$ cat config.mk
export PLATFORM = sky130hd
export DESIGN_NAME = aes_round_sequencer
export DESIGN_NICKNAME = d
export VERILOG_FILES = /design/src/rtl/aes_round_sequencer.sv
export SDC_FILE = /design/constraint.sdc
export NUM_CORES = 2
export LEC_CHECK = 0
export BUFFER_PORTS_ARGS = -buffer_cell sky130_fd_sc_hd__buf_2
export CORE_MARGIN = 2
export CORE_UTILIZATION = 50
export CTS_CLUSTER_DIAMETER = 150
export CTS_CLUSTER_SIZE = 8
export DETAILED_ROUTE_END_ITERATION = 6
export PLACE_DENSITY = 0.75
export SYNTH_ARGS = -nofsm -noshare
export SYNTH_HDL_FRONTEND = slang
export SYNTH_SLANG_ARGS = --single-unit
export TNS_END_PERCENT = 50
$ cat constraint.sdc
create_clock -name clk -period 3.6 [get_ports clk]
set_input_delay 0.36 -clock clk [delete_from_list [all_inputs] [get_ports clk]]
set_output_delay 0.36 -clock clk [all_outputs]
set_load 0.05 [all_outputs]
$ cat src/rtl/aes_round_sequencer.sv
// Drives EXEC through AES-128 key expansion and ten cipher rounds for one block at a time.
// Latency 21 cycles from acceptance (11 with key reuse); the result is held in DONE until out_ready.
module aes_round_sequencer #(
  parameter int NROUNDS = 10
) (
  input  logic         clk,
  input  logic         reset,
  input  logic         in_valid,
  output logic         in_ready,
  input  logic [127:0] in_block,
  input  logic [127:0] in_key,
  input  logic         in_encrypt,
  input  logic         in_reuse_key,
  output logic         out_valid,
  input  logic         out_ready,
  output logic [127:0] out_block,
  output logic         busy,
  output logic [127:0] exA,
  output logic [127:0] exB,
  output logic [127:0] exC,
  output logic [1:0]   exExecSrc,
  output logic         exKeyAssist,
  output logic         exEncryption,
  output logic         exFinalRound,
  input  logic [127:0] exResult
);

  localparam logic [3:0] LAST_RND = 4'(NROUNDS);

  typedef enum logic [1:0] {
    S_IDLE,
    S_KEYEXP,
    S_ROUND,
    S_DONE
  } state_e;

  state_e       state_q, state_d;
  logic [3:0]   rnd_q, rnd_d;
  logic         enc_q, enc_d;
  logic         key_valid_q, key_valid_d;
  logic [127:0] blk_q, blk_d;
  logic [127:0] out_q, out_d;
  logic [127:0] rk_q [11];
  logic [127:0] rk_d [11];

  function automatic logic [7:0] rcon(input logic [3:0] r);
    case (r)
      4'd1:    return 8'h01;
      4'd2:    return 8'h02;
      4'd3:    return 8'h04;
      4'd4:    return 8'h08;
      4'd5:    return 8'h10;
      4'd6:    return 8'h20;
      4'd7:    return 8'h40;
      4'd8:    return 8'h80;
      4'd9:    return 8'h1b;
      4'd10:   return 8'h36;
      default: return 8'h00;
    endcase
  endfunction

  always_comb begin
    state_d      = state_q;
    rnd_d        = rnd_q;
    enc_d        = enc_q;
    key_valid_d  = key_valid_q;
    blk_d        = blk_q;
    out_d        = out_q;
    rk_d         = rk_q;
    in_ready     = 1'b0;
    out_valid    = 1'b0;
    busy         = 1'b0;
    exA          = '0;
    exB          = '0;
    exC          = '0;
    exExecSrc    = 2'd0;
    exKeyAssist  = 1'b0;
    exEncryption = 1'b0;
    exFinalRound = 1'b0;

    case (state_q)
      S_IDLE: begin
        in_ready = reset;
        if (in_valid) begin
          enc_d = in_encrypt;
          rnd_d = 4'd1;
          if (in_reuse_key && key_valid_q) begin
            blk_d   = in_block ^ (in_encrypt ? rk_q[0] : rk_q[10]);
            state_d = S_ROUND;
          end else begin
            rk_d[0]     = in_key;
            key_valid_d = 1'b0;
            blk_d       = in_block;
            state_d     = S_KEYEXP;
          end
        end
      end

      S_KEYEXP: begin
        busy        = 1'b1;
        exA         = rk_q[rnd_q - 4'd1];
        exC         = {120'd0, rcon(rnd_q)};
        exExecSrc   = 2'd2;
        exKeyAssist = 1'b1;
        rk_d[rnd_q] = exResult;
        if (rnd_q == LAST_RND) begin
          // Decrypt whitening needs rk[10], which is only being produced this cycle.
          key_valid_d = 1'b1;
          rnd_d       = 4'd1;
          blk_d       = blk_q ^ (enc_q ? rk_q[0] : exResult);
          state_d     = S_ROUND;
        end else begin
          rnd_d = rnd_q + 4'd1;
        end
      end

      S_ROUND: begin
        busy         = 1'b1;
        exA          = blk_q;
        exB          = enc_q ? rk_q[rnd_q] : rk_q[LAST_RND - rnd_q];
        exExecSrc    = 2'd2;
        exEncryption = enc_q;
        exFinalRound = (rnd_q == LAST_RND);
        blk_d        = exResult;
        if (rnd_q == LAST_RND) begin
          out_d   = exResult;
          state_d = S_DONE;
        end else begin
          rnd_d = rnd_q + 4'd1;
        end
      end

      S_DONE: begin
        busy      = 1'b1;
        out_valid = 1'b1;
        if (out_ready) begin
          state_d = S_IDLE;
        end
      end

      default: state_d = S_IDLE;
    endcase
  end

  always_ff @(posedge clk or negedge reset) begin
    if (!reset) begin
      state_q     <= S_IDLE;
      rnd_q       <= 4'd0;
      enc_q       <= 1'b0;
      key_valid_q <= 1'b0;
      blk_q       <= '0;
      out_q       <= '0;
      for (int i = 0; i < 11; i++) begin
        rk_q[i] <= '0;
      end
    end else begin
      state_q     <= state_d;
      rnd_q       <= rnd_d;
      enc_q       <= enc_d;
      key_valid_q <= key_valid_d;
      blk_q       <= blk_d;
      out_q       <= out_d;
      rk_q        <= rk_d;
    end
  end

  assign out_block = out_q;

endmodule
Word level (Yosys, flattened, before mapping)

Memories as Yosys holds them, arrays and structs flattened.
Cells that the tools add are included.

Bits in latches: 0
ROM bits: 128
Logic and storage cells: 100
Memories: 1
Input port bits: 390
RAM bits: 0
Register bits: 1672
Output and inout port bits: 520

Muxes and demuxes: 46
Bitwise logic cells: 5
Shift-type cells: 0
Divide/modulo/power cells: 0
Multiply operators: 0
Equality and inequality tests: 10
Order comparisons: 4
Reduce and logical (&&, ||, !) cells: 14
$add $sub $neg: 3

Memory list:

| name             | depth | bits a word | rd ports | clocked after Yosys merged registers in | write ports | line | RTL |
|---|---|---|---|---|---|---|---|
| (name not given) | 16    | 8           | 1        | 0                                       | 0           | 47   | `case (r)` |

Operators by type and width:

| kind                                                                 | number |
|---|---|
| 128-bit 2-to-1 mux                                                   | 16 |
| 128-bit binary-select mux with 4-bit select                          | 3 |
| 1408-bit bitwise mux                                                 | 1 |
| 128-bit demux with 4-bit select                                      | 1 |
| 128-bit one-hot mux with 2 select lines                              | 2 |
| 128-bit one-hot mux with 3 select lines                              | 1 |
| 128-bit bitwise XOR                                                  | 2 |
| 5-bit greater-or-equal comparator, second input constant             | 3 |
| 4-bit inverter with 5-bit output                                     | 3 |
| 2-bit 2-to-1 mux                                                     | 6 |
| 4-bit 2-to-1 mux                                                     | 3 |
| 2-bit != test, second input constant                                 | 6 |
| 4-bit one-hot mux with 3 select lines                                | 1 |
| 1-bit 2-to-1 mux                                                     | 9 |
| 3-bit AND reduction                                                  | 3 |
| 8-bit 2-to-1 mux                                                     | 1 |
| 2-bit one-hot mux with 4 select lines                                | 1 |
| 4-bit AND reduction                                                  | 2 |
| 5-bit by 1-bit < comparator with 1-bit output, second input constant | 1 |
| 4-bit by 1-bit adder with 4-bit output, second input constant        | 1 |
| 2-bit equality test, second input constant                           | 2 |
| 4-bit equality test, second input constant                           | 1 |
| 2-bit AND reduction                                                  | 2 |
| 4-bit by 1-bit subtractor with 4-bit output, second input constant   | 1 |
| 9 further kinds                                                      | 10 |

Depth between registers and ports, before layout

Depth in word-level cells: 7
Depth in mapped cells: 13
Depth with buffers taken out: 8

Worst setup path before layout

Ideal clock, no wire load.

Path type: register to output
From: reg rnd_q[0]
To: out exB[126]
Setup slack: -0.488 ns
Arrival time: 3.728 ns
Stages on the path, launching flop included: 11
Data required time: 3.240 ns
Path buffers: 5
Cells stage by stage: dfrtp_1 > buf_4 > buf_4 > inv_1 > ha_1 > buf_2 > buf_4 > buf_2 > mux4_2 > mux2i_1 > o311ai_0

Word-level cells in the longest chain between the ends: 7
Elaborated cells on any way between the ends: 11
Those cells by class: add/sub (1); mux (8); bitwise (2)

Ends and longest elaborated chain:

| element                                                | line | RTL |
|---|---|---|
| start: declaration                                     | 38   | `logic [3:0] rnd_q, rnd_d;` |
| start signal: assignment                               | 158  | `rnd_q <= rnd_d;` |
| 4-bit subtractor                                       | 120  | `exB = enc_q ? rk_q[rnd_q] : rk_q[LAST_RND - rnd_q];` |
| 4-bit inverter with 5-bit output (implied by the code) | 120  |  |
| 128-bit binary-select mux with 4-bit select            | 120  |  |
| 128-bit 2-to-1 mux (implied by the code) (2 in a row)  | 120  |  |
| 128-bit 2-to-1 mux (*)                                 | 120  |  |
| 128-bit 2-to-1 mux (*)                                 | 81   | `case (state_q)` |
| end: declaration                                       | 19   | `output logic [127:0] exB,` |

Mark *: on every way between the ends. The rest lies on a longest branch, timed or not. The select of a mux whose other input is x is not followed.

Worst setup path after layout

From: reg rnd_q[1]
To: out exB[72]

The elaborated chain is that of the path after synthesis.

==> impl_metrics.py <==
metrics = {
    "sta": {
        "worst_pin_slew_ps": 1770,
        "finalMaxSlewViolations": 88,
        "period_share_pct": 122,
        "fin_worst_skew_ps": 80.2,
        "rsz0062_at_grt": "true",
        "hold_viol": 0,
        "fin_ws_ps": -785,
        "max_freq_mhz": 228,
        "max_slew_margin_pct": -17.9,
        "finalSetupTns_ps": -109100,
        "min_period_ps": 4390,
        "setup_viol": 286,
    },
    "drt": {
        "vias": 104000,
        "drt_iter0_markers": 16900,
        "wl_um": 482000,
        "wl_per_cell_um": 34.1,
        "drcViolationCount": 24,
        "ant_nets": 0,
        "drt-vias-per-instance": 7.35,
        "first_pass_iters": 7,
    },
    "power_and_ir_drop": {
        "power.switching_mw": 69.5,
        "internal-power_mw": 78.6,
        "p_per_area_nw_per_um2": 1090,
        "p_comb_share_pct": 65.8,
        "p_seq_share_pct": 20.9,
        "power.total_mw": 148,
        "p_leak_nw": 56.9,
        "ir_drop_mv": 1.82,
        "power_frac_clock_pct": 13.3,
        "swShare_pct": 46.9,
    },
    "clocking": {
        "worstSkewPairLatency_ps": 920,
        "cts_tree": "built",
        "htreeDepth": 4,
        "clk_path_buf_depth": 3,
        "numCtsBuffers": 227,
        "clkTransAtPathRegs_ps": 60,
        "cts.sinks": 1672,
        "ctsRootBufferMaster": "clkbuf_16",
    },
    "global_route": {
        "grt_pass1_wl_um": 644000,
        "met3_usage_pct": 12.9,
        "grt-busiest-layer": "met2",
        "grt_pass1_vias": 98800,
        "gr-usage-all-layers_pct": 38.7,
        "antenna_found_initial": 51,
        "use_met2_pct": 57.9,
        "use_met1_pct": 46.0,
        "overflow": 0,
        "grt_max_degree": 167,
    },
    "placed_design": {
        "place_hpwl_um": 250000,
        "gp_congestion": 0.891,
        "placed_area_sq_um": 116000,
        "portBuffers": 788,
        "place_inst": 13100,
    },
    "yosys": {
        "synth_cell_types": 61,
        "synth_seq_cells": 1672,
        "ys_seq_area_share_pct": 38.6,
        "syn_area_sq_um": 108000,
        "synth_warnings": 0,
        "synth_top_area_share_pct": 38.6,
        "ys.flop_type": "dfrtp_1",
        "synth_area_per_cell_sq_um": 10.6,
        "synth_edf_count": 0,
        "synthTopCellsByArea": "dfrtp_1 39%, mux2_2 15%, mux2i_1 7.8%",
        "synth_largest_area_cell": "dfrtp_1",
        "postSynth.asyncResetShare_pct": 100,
        "syn-instance-count": 10200,
    },
    "outcome": {
        "violations": "DRC, slew limit, setup timing",
        "outcome": "finished with violations",
    },
    "floorplanning": {
        "die_x_um": 470,
        "io_pins": 910,
        "initial_core_util_pct": 50.4,
        "fp.dieH_um": 470,
        "die_area_sq_um": 221000,
        "core_sq_um": 215000,
        "num_rows": 170,
    },
    "finish": {
        "seqCellArea_sq_um": 41900,
        "final_common_cell": "dfrtp_1",
        "nets": 11600,
        "layout_common_cells": "1668 x dfrtp_1, 1420 x mux2_2, 1158 x nand2_1",
        "final_area_sq_um": 136000,
        "drive_gt1_share_pct": 36.1,
        "syn_to_final_growth_pct": 25.1,
        "final_cells": 14100,
        "fillCellCount": 15600,
        "multiInputGateArea_sq_um": 63600,
    },
    "setup_path": {
        "crit_arrival_ps": 4030,
        "worstPathRequired_ps": 3240,
        "crit_fanout": 71,
        "start_kind": "register",
        "crit_type": "reg2out",
        "startpoint": "rnd_q[1]$_DFFE_PN0P_",
        "r2r-start": "rnd_q[3]$_DFFE_PN0P_",
        "crit_path_end_kind": "output pin",
    },
    "hold_path": {
        "min_from": "in_block[11]",
        "min-delay-path-class": "in2reg",
    },
    "run": {
        "drv_cap": 0,
    },
}
==> Yosys cell counts, types with 73 or more instances <==
library cell / count
a21oi_1: 368
o211ai_1: 271
nand4_1: 73
buf_2: 382
xor2_1: 129
a211o_1: 127
nand2_1: 1187
buf_4: 202
mux2_2: 1479
o21a_1: 127
nor4b_1: 127
mux4_2: 368
o21ai_0: 469
nor3_1: 258
clkbuf_1: 555
a22oi_1: 458
a211oi_1: 143
a311oi_1: 199
nor2_1: 337
dfrtp_1: 1672
mux2i_1: 844
==> metrics by stage <==
stage	setup WS, ps	utilization (%)	hold slack [ps]
finish	-785	63.1	53.8
global route	-905	63.1	74.3
CTS	-524	59.9	3.46
detailed placement	-91.2	54.1	391
global placement	13.6	54.1	382
floorplan	-175	-	64.4
==> worst paths after layout <==
| check | end | slack, ps | depth (start not counted) |
|---|---|---|---|
| min in group asynchronous | rk_q[331]$_DFFE_PN0P_ | 70 | 2 |
| max in group asynchronous | rk_q[92]$_DFFE_PN0P_ | 1970 | 4 |
| setup / recovery | exB[72] | -790 | 8 |
| hold / removal | blk_q[11]$_DFFE_PN0P_ | 50 | 5 |
| setup reg to reg | blk_q[72]$_DFFE_PN0P_ | -130 | 6 |
| hold reg to reg | out_block[108]$_DFFE_PN0P_ | 500 | 1 |
==> per-layer routing <==
layer / vias to the layer above / routed length, um
met3: 2979 / 74000
met4: 29 / 46700
met2: 9721 / 203000
li1: 40200 / -
met1: 50800 / 157000
met5: - / 483
==> critical path, cell delays in order (launching register included) <==
cell and delay [ps]:
dfrtp_4 500, buf_8 170, a21boi_4 270, o21ai_1 170
o22ai_4 190, nand2_4 90, buf_16 200, o211ai_1 930
buf_4 340
==> area by class of cell <==
| class | count | share of cell area [%] |
|---|---|---|
| multi-input combinational | 7435 | 46.9 |
| sequential | 1672 | 30.9 |
| timing repair buffer | 1855 | 15.1 |
| clock buffer | 232 | 4.22 |
| tap | 2838 | 2.62 |
| clock inverter | 15 | 0.221 |
| antenna | 51 | 0.0941 |
| inverter | 14 | 0.0572 |
==> power groups by stage <==
stage	clock, mW	combinational, mW	sequential, mW
after global routing	20.5	99.5	31.3
after global placement	0	68.6	29.8
final	19.7	97.4	31.0
after CTS	19.7	79.4	30.3
after detailed placement	0	70.6	30.5
after floorplan	0	50.9	28.5
==> flip-flops by register name (all words and copies together), names as in the netlist <==
register and count:
enc_q 1, rk_q 1408, state_q 2, rnd_q 4, key_valid_q 1, out_block 128
blk_q 128
==> cells by family after synthesis <==
kind of cell / Yosys count / synth area share (%)
AOI/OAI and AO/OA: 2456 / 15.7
xor gates and xnor gates: 130 / 1.05
adders and majority gates: 13 / 0.150
buffers and inverters: 1217 / 5.56
DFF: 1672 / 38.6
muxes: 2691 / 30.8
other: 1 / 0.00346
and+or+nand+nor: 2023 / 8.15
==> repair_timing <==
item | 4_1_cts | 5_1_grt
endpoints found under the setup margin | 263 | 262
gates cloned | 48 | 99
pin swaps | 109 | 272
endpoints found under the hold margin | 1538 | 0
buffers inserted | 64 | 206
resized for setup | 295 | 849
hold buffers | 341 | 0
No activity file was read; power rests on OpenSTA's default activity.
